### src/rtl/ram_dump_ctrl_if.sv
// Bus between the RAM dump sequencer, the 256x8 RAM read port and the UART TX handshake.
`timescale 1ns/1ps
interface ram_dump_ctrl_if #(
  parameter int ADDR_W = 8,
  parameter int DATA_W = 8
);
  logic              start;
  logic [ADDR_W-1:0] ram_addr;
  logic [DATA_W-1:0] ram_q;
  logic [DATA_W-1:0] tx_data;
  logic              tx_valid;
  logic              tx_ready;
  logic              busy;
  logic              done;

  modport master (
    input  start, ram_q, tx_ready,
    output ram_addr, tx_data, tx_valid, busy, done
  );

  modport slave (
    output start, ram_q, tx_ready,
    input  ram_addr, tx_data, tx_valid, busy, done
  );
endinterface

### src/rtl/ram_dump_ctrl.sv
// RAM read-out sequencer: walks START_ADDR..END_ADDR (wrapping) and streams each byte to the UART TX.
// Optional feature macro CHECKSUM_EN appends one XOR checksum byte after the last data byte.
`timescale 1ns/1ps
module ram_dump_ctrl #(
  parameter int ADDR_W     = 8,
  parameter int DATA_W     = 8,
  parameter int START_ADDR = 0,
  parameter int END_ADDR   = 255
) (
  input  logic            clk,
  input  logic            rst,
  ram_dump_ctrl_if.master bus
);

  localparam logic [ADDR_W-1:0] L_START = ADDR_W'(START_ADDR);
  localparam logic [ADDR_W-1:0] L_END   = ADDR_W'(END_ADDR);

  typedef enum logic [2:0] {
    IDLE,
    RD0,
    RD1,
    SEND,
    CSUM,
    FIN
  } state_t;

  state_t            r_state;
  state_t            w_state_nxt;
  logic [ADDR_W-1:0] r_addr;
  logic [ADDR_W-1:0] w_addr_nxt;
  logic [DATA_W-1:0] r_tx_data;
  logic [DATA_W-1:0] w_tx_data_nxt;
  logic              r_tx_valid;
  logic              w_tx_valid_nxt;
  logic              r_busy;
  logic              w_busy_nxt;
  logic              w_hs;
`ifdef CHECKSUM_EN
  logic [DATA_W-1:0] r_csum;
  logic [DATA_W-1:0] w_csum_nxt;
`endif

  assign w_hs = r_tx_valid & bus.tx_ready;

  // RD0 lets the RAM latch the address; its registered output is sampled in RD1.
  always_comb begin
    w_state_nxt    = r_state;
    w_addr_nxt     = r_addr;
    w_tx_data_nxt  = r_tx_data;
    w_tx_valid_nxt = r_tx_valid;
    w_busy_nxt     = r_busy;
`ifdef CHECKSUM_EN
    w_csum_nxt     = r_csum;
`endif
    case (r_state)
      IDLE: begin
        if (bus.start) begin
          w_addr_nxt  = L_START;
          w_busy_nxt  = 1'b1;
          w_state_nxt = RD0;
`ifdef CHECKSUM_EN
          w_csum_nxt  = '0;
`endif
        end
      end
      RD0: w_state_nxt = RD1;
      RD1: begin
        w_tx_data_nxt  = bus.ram_q;
        w_tx_valid_nxt = 1'b1;
        w_state_nxt    = SEND;
      end
      SEND: begin
        if (w_hs) begin
          w_tx_valid_nxt = 1'b0;
`ifdef CHECKSUM_EN
          w_csum_nxt = r_csum ^ r_tx_data;
          if (r_addr == L_END) begin
            // Checksum byte is offered on the very next cycle, so valid stays up.
            w_tx_data_nxt  = r_csum ^ r_tx_data;
            w_tx_valid_nxt = 1'b1;
            w_state_nxt    = CSUM;
          end else begin
            w_addr_nxt  = r_addr + ADDR_W'(1);
            w_state_nxt = RD0;
          end
`else
          if (r_addr == L_END) begin
            w_state_nxt = FIN;
          end else begin
            w_addr_nxt  = r_addr + ADDR_W'(1);
            w_state_nxt = RD0;
          end
`endif
        end
      end
`ifdef CHECKSUM_EN
      CSUM: begin
        if (w_hs) begin
          w_tx_valid_nxt = 1'b0;
          w_state_nxt    = FIN;
        end
      end
`endif
      FIN: begin
        w_busy_nxt  = 1'b0;
        w_state_nxt = IDLE;
      end
      default: w_state_nxt = IDLE;
    endcase
  end

  always_ff @(posedge clk or posedge rst) begin
    if (rst) begin
      r_state    <= IDLE;
      r_addr     <= '0;
      r_tx_data  <= '0;
      r_tx_valid <= 1'b0;
      r_busy     <= 1'b0;
`ifdef CHECKSUM_EN
      r_csum     <= '0;
`endif
    end else begin
      r_state    <= w_state_nxt;
      r_addr     <= w_addr_nxt;
      r_tx_data  <= w_tx_data_nxt;
      r_tx_valid <= w_tx_valid_nxt;
      r_busy     <= w_busy_nxt;
`ifdef CHECKSUM_EN
      r_csum     <= w_csum_nxt;
`endif
    end
  end

  assign bus.ram_addr = r_addr;
  assign bus.tx_data  = r_tx_data;
  assign bus.tx_valid = r_tx_valid;
  assign bus.busy     = r_busy;
  assign bus.done     = (r_state == FIN);

endmodule

### src/flat_wrapper.sv
// flat-port wrapper written by rule: the top's interface ports become plain ports
module ram_dump_ctrl_flat 
#(
  parameter int ADDR_W     = 8,
  parameter int DATA_W     = 8,
  parameter int START_ADDR = 0,
  parameter int END_ADDR   = 255
)
  (clk, rst, bus_start, bus_ram_q, bus_tx_ready, bus_ram_addr, bus_tx_data, bus_tx_valid, bus_busy, bus_done);
  ram_dump_ctrl_if #(.ADDR_W(ADDR_W), .DATA_W(DATA_W)) bus_i ();
  input  logic clk;
  input  logic rst;
  input wire logic [$bits(bus_i.start)-1:0] bus_start;
  input wire logic [$bits(bus_i.ram_q)-1:0] bus_ram_q;
  input wire logic [$bits(bus_i.tx_ready)-1:0] bus_tx_ready;
  output wire logic [$bits(bus_i.ram_addr)-1:0] bus_ram_addr;
  output wire logic [$bits(bus_i.tx_data)-1:0] bus_tx_data;
  output wire logic [$bits(bus_i.tx_valid)-1:0] bus_tx_valid;
  output wire logic [$bits(bus_i.busy)-1:0] bus_busy;
  output wire logic [$bits(bus_i.done)-1:0] bus_done;
  assign bus_i.start = bus_start;
  assign bus_i.ram_q = bus_ram_q;
  assign bus_i.tx_ready = bus_tx_ready;
  assign bus_ram_addr = bus_i.ram_addr;
  assign bus_tx_data = bus_i.tx_data;
  assign bus_tx_valid = bus_i.tx_valid;
  assign bus_busy = bus_i.busy;
  assign bus_done = bus_i.done;
  ram_dump_ctrl #(.ADDR_W(ADDR_W), .DATA_W(DATA_W), .START_ADDR(START_ADDR), .END_ADDR(END_ADDR)) u_core (.clk(clk), .rst(rst), .bus(bus_i));
endmodule
### config.mk
export PLATFORM = sky130hd
export DESIGN_NAME = ram_dump_ctrl_flat
export DESIGN_NICKNAME = d
export VERILOG_FILES = /design/src/rtl/ram_dump_ctrl_if.sv /design/src/rtl/ram_dump_ctrl.sv /design/src/flat_wrapper.sv
export SDC_FILE = /design/constraint.sdc
export NUM_CORES = 1
export LEC_CHECK = 0
export ABC_CLOCK_PERIOD_IN_PS = 4800
export CORE_ASPECT_RATIO = 1.25
export CORE_MARGIN = 2
export CORE_UTILIZATION = 51
export CTS_BUF_LIST = sky130_fd_sc_hd__clkbuf_4
export CTS_CLUSTER_SIZE = 16
export DETAILED_ROUTE_END_ITERATION = 16
export PLACE_DENSITY = 0.92
export SLEW_MARGIN = 10
export SYNTH_ARGS = -nofsm -noshare
export SYNTH_HDL_FRONTEND = slang
export SYNTH_SLANG_ARGS = --single-unit
### constraint.sdc
create_clock -name clk -period 4.8 [get_ports clk]
set_input_delay 0.48 -clock clk [delete_from_list [all_inputs] [get_ports clk]]
set_output_delay 0.48 -clock clk [all_outputs]
set_load 0.05 [all_outputs]
== Yosys cells after proc, flatten, opt, wreduce, memory -nomap -nowiden ==
Index checks and enable logic that the tools add are counted.
Storage, ports and cells
  output and inout bits: 19
  input bits: 12
  logic and storage cells: 35
  register bits after elaboration: 21
Operators by class
  eq/ne operators: 8
  bitwise operators: 1
  muxes and demuxes: 12
  reductions and logical operators: 8
  add/sub/neg operators: 1
Operators by type and width (count)
  $mux 8: 3
  $pmux 8 s2: 1
  $pmux 3 s4: 1
  $mux 3: 3
  $add 8x1->8 const B: 1
  $eq 8x8->1 const B: 1
  $eq 3x2->1 const B: 2
  $reduce_and 2->1: 3
  $reduce_bool 2->1: 3
  $ne 2x2->1 const B: 2
  $pmux 1 s2: 2
  $reduce_and 4->1: 1
  $eq 3x1->1 const B: 1
  $eq 3x3->1 const B: 1
  $logic_not 3->1: 1
  $mux 1: 2
  $ne 2x1->1 const B: 1
  $and 1x1->1: 1

== Longest topological paths before layout ==
Gate-level depths: netlist (run 1).
  word-level depth: 4
  gate-level depth with buffers: 6
  gate-level depth less buffers: 5

== Least setup slack after synthesis (run 1) ==
OpenSTA, ideal clock, no wires.
  kind: reg2reg
  from: register u_core.r_addr[0] (netlist: u_core.bus.ram_addr[0])
  to: register u_core.r_addr[3] (netlist: u_core.bus.ram_addr[3])
  stages on the path, launching flop included: 7
  period minus slack after synthesis: 1.983 ns
  arrival time: 1.859 ns
  data required time: 4.676 ns
  slack: 2.817 ns
  cells stage by stage: dfrtp_1 ha_1 and3_1 a211oi_4 nor2b_4 buf_6 a211o_1
On the way
  longest elaborated chain between the ends: 4
Ends and longest elaborated chain
  start: declaration: RTL line ram_dump_ctrl.sv:29  | logic [ADDR_W-1:0] r_addr;
  start signal: assignment: RTL line ram_dump_ctrl.sv:124  | r_addr <= w_addr_nxt;
  $add 8x1->8: RTL line ram_dump_ctrl.sv:90  | w_addr_nxt = r_addr + ADDR_W'(1);
  $mux 8: RTL line ram_dump_ctrl.sv:87  | if (r_addr == L_END) begin
  $mux 8: RTL line ram_dump_ctrl.sv:73  | if (w_hs) begin
  $pmux 8 s2: RTL line ram_dump_ctrl.sv:55  | case (r_state)
Parallel ways exist; a longest one is shown, timed or not. The select of a mux whose other input is x is not followed.
A chain may end at the register's enable or synchronous reset.

== Final worst setup path (run 1) ==
  from: register u_core.r_state[2]
  to: output bus_done
On the way
  longest elaborated chain between the ends: 1
Ends and longest elaborated chain
  start: declaration: RTL line ram_dump_ctrl.sv:27  | state_t r_state;
  start signal: assignment: RTL line ram_dump_ctrl.sv:123  | r_state <= w_state_nxt;
  $eq 3x3->1: RTL line ram_dump_ctrl.sv:138  | assign bus.done = (r_state == FIN);
  end: declaration: RTL line flat_wrapper.sv:20  | output wire logic [$bits(bus_i.done)-1:0] bus_done;
No other way between the ends.

==> results of run 1 <==
-- worst max path at each step --
stage	start	end	slack [ns]	cells after the start
2_1_floorplan	u_core.bus.ram_addr[0]$_DFFE_PP0P_	u_core.bus.ram_addr[3]$_DFFE_PP0P_	2.82	6
3_3_place_gp	u_core.r_state[2]$_DFFE_PP0P_	bus_done	2.81	2
3_5_place_dp	bus_tx_ready	u_core.bus.ram_addr[5]$_DFFE_PP0P_	2.75	5
4_1_cts	u_core.r_state[2]$_DFFE_PP0P_	bus_done	2.45	2
5_1_grt	u_core.r_state[2]$_DFFE_PP0P_	bus_done	2.35	2
6_report	u_core.r_state[2]$_DFFE_PP0P_	bus_done	2.46	2
-- cell families (layout without fill, tap and decap cells) --
group           Yosys count  count (layout)  synth area share (%)
compound gates           13              13                  11.3
mux                       9               9                  10.0
simple gates             32              32                  21.3
fa+ha+maj                 1               1                  1.24
flops                    21              21                  52.1
buf+inv                   8              39                  3.97
-- registers in the layout, indices dropped and copies added, names as in the netlist --
name / cells
u_core.bus.busy: 1
u_core.bus.tx_data: 8
u_core.bus.ram_addr: 8
u_core.bus.tx_valid: 1
u_core.r_state: 3
-- worst register-to-register path: stages, from the launching register on --
cell      delay [ns]
dfrtp_1         0.44
ha_1            0.25
and3_1          0.22
a211oi_4        0.36
nor2b_4         0.12
a211o_1         0.31
-- layout by cell type (no fill, tap or decap), types with 2 or more instances in the layout --
master	instances
clkdlybuf4s50_1	30
a211o_1	3
clkbuf_4	4
and3_1	2
nand3_1	2
mux2_2	9
and4_1	2
o21ai_0	3
nor2_1	3
o22a_2	3
nand2_1	5
nor3_2	2
nor3_1	4
dfrtp_1	21
and3_2	4
inv_1	5
-- through the flow --
stage / std cells / setup slack [ns] / instance area [µm²]
after global placement: 131 / 2.81 / 1310
after detailed placement: 131 / 2.75 / 1310
after CTS: 135 / 2.45 / 1340
after floorplan: 84 / 2.82 / 1010
final: 135 / 2.46 / 1340
after global routing: 135 / 2.35 / 1340
-- layout make-up --
cell class | instances | area, µm²
Tap cell | 20 | 25.0
Sequential cell | 21 | 526
Multi-Input combinational cell | 55 | 443
Fill cell | 153 | 572
Inverter | 5 | 18.8
Timing Repair Buffer | 30 | 300
Clock buffer | 4 | 30.0
-- layer usage --
layer	vias up	share of wire (%)	GRT usage, %
met5	-	0	0
met4	0	0.77	8.59
met3	2	7.5	5.03
met2	34	53	37.0
met1	373	38	20.3
li1	368	-	-
-- power breakdown --
group / leakage (nW) / total [W] / switching (W) / internal, W
combinational: 0.361 / 0.0000130 / 0.00000501 / 0.00000801
clock: 0.0184 / 0.0000892 / 0.0000512 / 0.0000381
sequential: 0.278 / 0.000177 / 0 / 0.000177
total: 0.657 / 0.000279 / 0.0000562 / 0.000223
==> flow_metrics.env, run 1 <==
export IMPL_path_cells="and3_1, clkdlybuf4s50_1"
export IMPL_power_total_w=0.000279
export IMPL_gp_congestion=0.779
export IMPL_clockBufferDepth=2
export IMPL_r2r_start="u_core.bus.ram_addr[0]$_DFFE_PP0P_"
export IMPL_grt_ovfl_total=0
export IMPL_cts_tree="built"
export IMPL_htreeDepth=1
export IMPL_ctsResizeCount=0
export IMPL_syn_inst=84
export IMPL_drtAntennaViolNets=0
export IMPL_ys_types=29
export IMPL_ios=31
export IMPL_critical_path_buf_inv_count=1
export IMPL_die_area_um2=2350
export IMPL_clk_pin_slew_ns=0.11
export IMPL_cp_required_ns=4.32
export IMPL_drt_pass1_iterations=4
export IMPL_syn_nets=97
export IMPL_hold_start="u_core.bus.tx_data[4]$_DFFE_PP0N_"
export IMPL_cts_hold_buffers=0
export IMPL_antenna_cells=0
export IMPL_worstSetupEndpointType="primary output"
export IMPL_final_setup_tns_ns=0
export IMPL_drc_errors=0
export IMPL_status="finished clean"
export IMPL_core_area_um2=1910
export IMPL_fin_skew_ns=0.00401
export IMPL_maxCapViolations=0
export IMPL_grt_pass1_wl_mm=3.34
export IMPL_root_buffer="clkbuf_4"
export IMPL_rsz0062_at_grt="no"
export IMPL_worstHoldEndpoint="u_core.bus.tx_data[4]$_DFFE_PP0N_"
export IMPL_reg2reg_depth=5
export IMPL_critical_path_top_delay_family="buffers and inverters"
export IMPL_final_nets=129
export IMPL_fin_crit_sh_pct=48.8
export IMPL_worst_pin_slew_ns=0.772
export IMPL_yosys_warnings=0
export IMPL_syn_avg_cell_area_um2=12.0
export IMPL_slew_viol_final=0
export IMPL_slew_headroom_pct=48.5
export IMPL_syn_area_um2=1010
export IMPL_power_density_nw_per_um2=208
export IMPL_regToRegEndpoint="u_core.bus.ram_addr[5]$_DFFE_PP0P_"
export IMPL_drt_iter0_drc=8
export IMPL_path_max_fanout=9
export IMPL_post_synth_top_count_cell="dfrtp_1"
export IMPL_cp_start_kind="flop"
export IMPL_synth_top_area_cell="dfrtp_1"
export IMPL_min_period_ns=2.34
export IMPL_area_growth_pct=33.1
export IMPL_p_leak_nw=0.657
export IMPL_finalHoldViolCount=0
export IMPL_numCtsBuffers=3
export IMPL_portBuffers=30
export IMPL_dp_hpwl_mm=1.58
export IMPL_synth_top_area_share_pct=52.1
export IMPL_start_util_pct=52.7
export IMPL_fmax_ghz=0.427
export IMPL_hold_depth=1
export IMPL_setup_viol=0
export IMPL_yosys_top_cells_area="dfrtp_1 52%, mux2_2 10%, o22a_2 3.0%"
export IMPL_clock_latency_ns=0.30
export IMPL_synthTopCellsByCount="21 x dfrtp_1, 9 x mux2_2, 5 x inv_1, 5 x nand2_1"
export IMPL_post_cts_buffers=0
export IMPL_min_path_type="flop to flop"
export IMPL_die_width_um=43.8
export IMPL_timing_hold_ws_ns=0.517
export IMPL_wl_per_cell_um=15.4
export IMPL_synth_seq_area_share_pct=52.1
export IMPL_wirelength_mm=2.08
export IMPL_grt_max_degree=22
export IMPL_avgViaCountPerCell=5.76
export IMPL_cp_data_arrival_time_ns=1.86
export IMPL_utilization_pct=70.1
export IMPL_max_stage_delay_ns=0.80
export IMPL_numClockSinks=21
export IMPL_num_rows=18
export IMPL_synth_edff_count=0
export IMPL_cp_slowest_cell="clkdlybuf4s50_1"
export IMPL_synth_flop_cell="dfrtp_1"
export IMPL_regToRegSetupSlack_ns=3.00
export IMPL_peakVddDrop_uv=216
export IMPL_antenna_found_initial=0
export IMPL_die_h_um=53.7
export IMPL_drive_gt1_share_pct=23.5
export IMPL_ys_seq_elements=21
export IMPL_async_flop_share_pct=100
export IMPL_grt_pass1_vias=820
export IMPL_gr_usage_all_layers_pct=19.7
export IMPL_critPathKind="flop to primary output"
export IMPL_vias=777
Note: power is estimated with default switching activity, not from simulation.
==> inputs of run 2 (changes only) <==
Settings changed: ABC_CLOCK_PERIOD_IN_PS 4800 to 2400, CORE_UTILIZATION 51 to 47, PLACE_DENSITY 0.92 to 0.86.
Clock period 4.8 ns to 2.4 ns, I/O delays scaled along.
==> run 2 against run 1 <==
Compared with the run above: critical path depth stayed put; hold slack worse by 0.16 ns; setup slack worse by 2.2 ns; critical path type unchanged; critical endpoint unchanged.
==> flow_metrics.env, run 2 (synthesis results as in run 1) <==
export IMPL_vias=761
export IMPL_fmax_ghz=0.474
export IMPL_die_width_um=45.4
export IMPL_wl_per_cell_um=13.6
export IMPL_ctsResizeCount=0
export IMPL_power_density_nw_per_um2=410
export IMPL_place_area_um2=1310
export IMPL_gp_congestion=0.781
export IMPL_grt_pass1_wl_mm=3.20
export IMPL_min_path_type="input pin to async pin"
export IMPL_cp_required_ns=2.16
export IMPL_fin_area_um2=1340
export IMPL_root_buffer="clkbuf_4"
export IMPL_fin_skew_ns=0.00308
export IMPL_cts_tree="built"
export IMPL_cp_start_kind="flop"
export IMPL_grt_max_degree=22
export IMPL_maxCapViolations=0
export IMPL_drive_gt1_share_pct=23.5
export IMPL_path_depth=2
export IMPL_p_leak_nw=0.652
export IMPL_die_h_um=55.8
export IMPL_area_growth_pct=33.1
export IMPL_final_setup_tns_ns=0
export IMPL_worstSetupEndpointType="primary output"
export IMPL_setup_viol=0
export IMPL_cp_slowest_cell="clkdlybuf4s50_1"
export IMPL_cp_data_arrival_time_ns=1.87
export IMPL_wirelength_mm=1.83
export IMPL_post_cts_buffers=0
export IMPL_numCtsBuffers=3
export IMPL_grt_pass1_vias=756
export IMPL_drt_pass1_iterations=4
export IMPL_drt_iter0_drc=5
export IMPL_core_area_um2=2000
export IMPL_slew_headroom_pct=49.8
export IMPL_portBuffers=30
export IMPL_peakVddDrop_uv=361
export IMPL_gr_usage_all_layers_pct=17.1
export IMPL_finalHoldViolCount=0
export IMPL_num_rows=18
export IMPL_critPathKind="flop to primary output"
export IMPL_clockBufferDepth=2
export IMPL_htreeDepth=1
export IMPL_status="finished clean"
export IMPL_antenna_cells=0
export IMPL_start_util_pct=50.3
export IMPL_max_stage_delay_ns=0.81
export IMPL_critical_path_top_delay_family="buffers and inverters"
export IMPL_critical_path_buf_inv_count=1
export IMPL_antenna_found_initial=0
export IMPL_die_area_um2=2530
export IMPL_timing_hold_ws_ns=0.354
export IMPL_drtAntennaViolNets=0
export IMPL_avgViaCountPerCell=5.64
export IMPL_fin_crit_sh_pct=87.9
export IMPL_min_period_ns=2.11
export IMPL_utilization_pct=67.0
export IMPL_mostFrequentLayoutCells="30 x clkdlybuf4s50_1, 21 x dfrtp_1, 9 x mux2_2"
export IMPL_layout_setup_ws_ns=0.291
export IMPL_preCtsSetupSlack_ns=0.619
export IMPL_clock_latency_ns=0.30
export IMPL_numClockSinks=21
export IMPL_cts_hold_buffers=0
export IMPL_drc_errors=0
export IMPL_grt_ovfl_total=0
export IMPL_path_cells="and3_1, clkdlybuf4s50_1"
export IMPL_dp_hpwl_mm=1.33
export IMPL_clk_pin_slew_ns=0.12
export IMPL_ios=31
export IMPL_final_fill_count=159
export IMPL_worst_pin_slew_ns=0.752
export IMPL_slew_viol_final=0
export IMPL_rsz0062_at_grt="no"
export IMPL_reg2reg_depth=5
export IMPL_final_nets=129
export IMPL_path_max_fanout=9
export IMPL_final_common_cell="clkdlybuf4s50_1"
==> run 2: cell count changes in the layout (fill, tap and decap cells not counted) <==
| cell | change |
|---|---|
| clkbuf_4 | -1 |
| clkinvlp_4 | +1 |
==> run 2: area by class of cell <==
type	instances	area, µm²	area share, %
Clock buffer	3	22.5	1.68
Inverter	5	18.8	1.40
Multi-Input combinational cell	55	443	33.0
Timing Repair Buffer	30	300	22.4
Clock inverter	1	7.51	0.559
Sequential cell	21	526	39.1
Tap cell	20	25.0	1.86
==> run 2: worst reg2reg max path: stages, from the launching register on <==
cell      delay (ns)
dfrtp_1         0.44
ha_1            0.25
and3_1          0.22
a211oi_4        0.36
nor2b_4         0.12
a211o_1         0.30
==> run 2: path summary, 6_finish.rpt <==
check	startpoint	endpoint	slack, ns
worst max-delay path	u_core.r_state[2]$_DFFE_PP0P_	bus_done	0.29
worst max register to register	u_core.bus.ram_addr[0]$_DFFE_PP0P_	u_core.bus.ram_addr[7]$_DFFE_PP0P_	0.61
worst min register to register	u_core.bus.tx_data[1]$_DFFE_PP0N_	u_core.bus.tx_data[1]$_DFFE_PP0N_	0.52
min in group clk	u_core.bus.tx_data[1]$_DFFE_PP0N_	u_core.bus.tx_data[1]$_DFFE_PP0N_	0.52
max in group asynchronous	rst	u_core.bus.tx_data[3]$_DFFE_PP0N_	1.58
worst min-delay path	rst	u_core.bus.ram_addr[4]$_DFFE_PP0P_	0.35
==> run 2: through the flow <==
stage          std cells  power [W]
6_report             135   0.000550
3_5_place_dp         131   0.000387
5_1_grt              135   0.000573
3_3_place_gp         131   0.000386
2_1_floorplan         84   0.000366
4_1_cts              135   0.000556
==> run 2: layer usage <==
| layer | vias up | track usage [%] | part of all wire [%] |
|---|---|---|---|
| met2 | 19 | 26.2 | 51 |
| met1 | 376 | 22.6 | 42 |
| met3 | 4 | 1.95 | 4.0 |
| met5 | - | 0 | 0 |
| li1 | 362 | - | - |
| met4 | 0 | 10.1 | 2.5 |
==> run 2: power breakdown <==
group | switching (W) | internal [W] | total (W)
Combinational | 0.00000943 | 0.0000160 | 0.0000254
Clock | 0.000107 | 0.0000635 | 0.000171
Sequential | 0 | 0.000354 | 0.000354
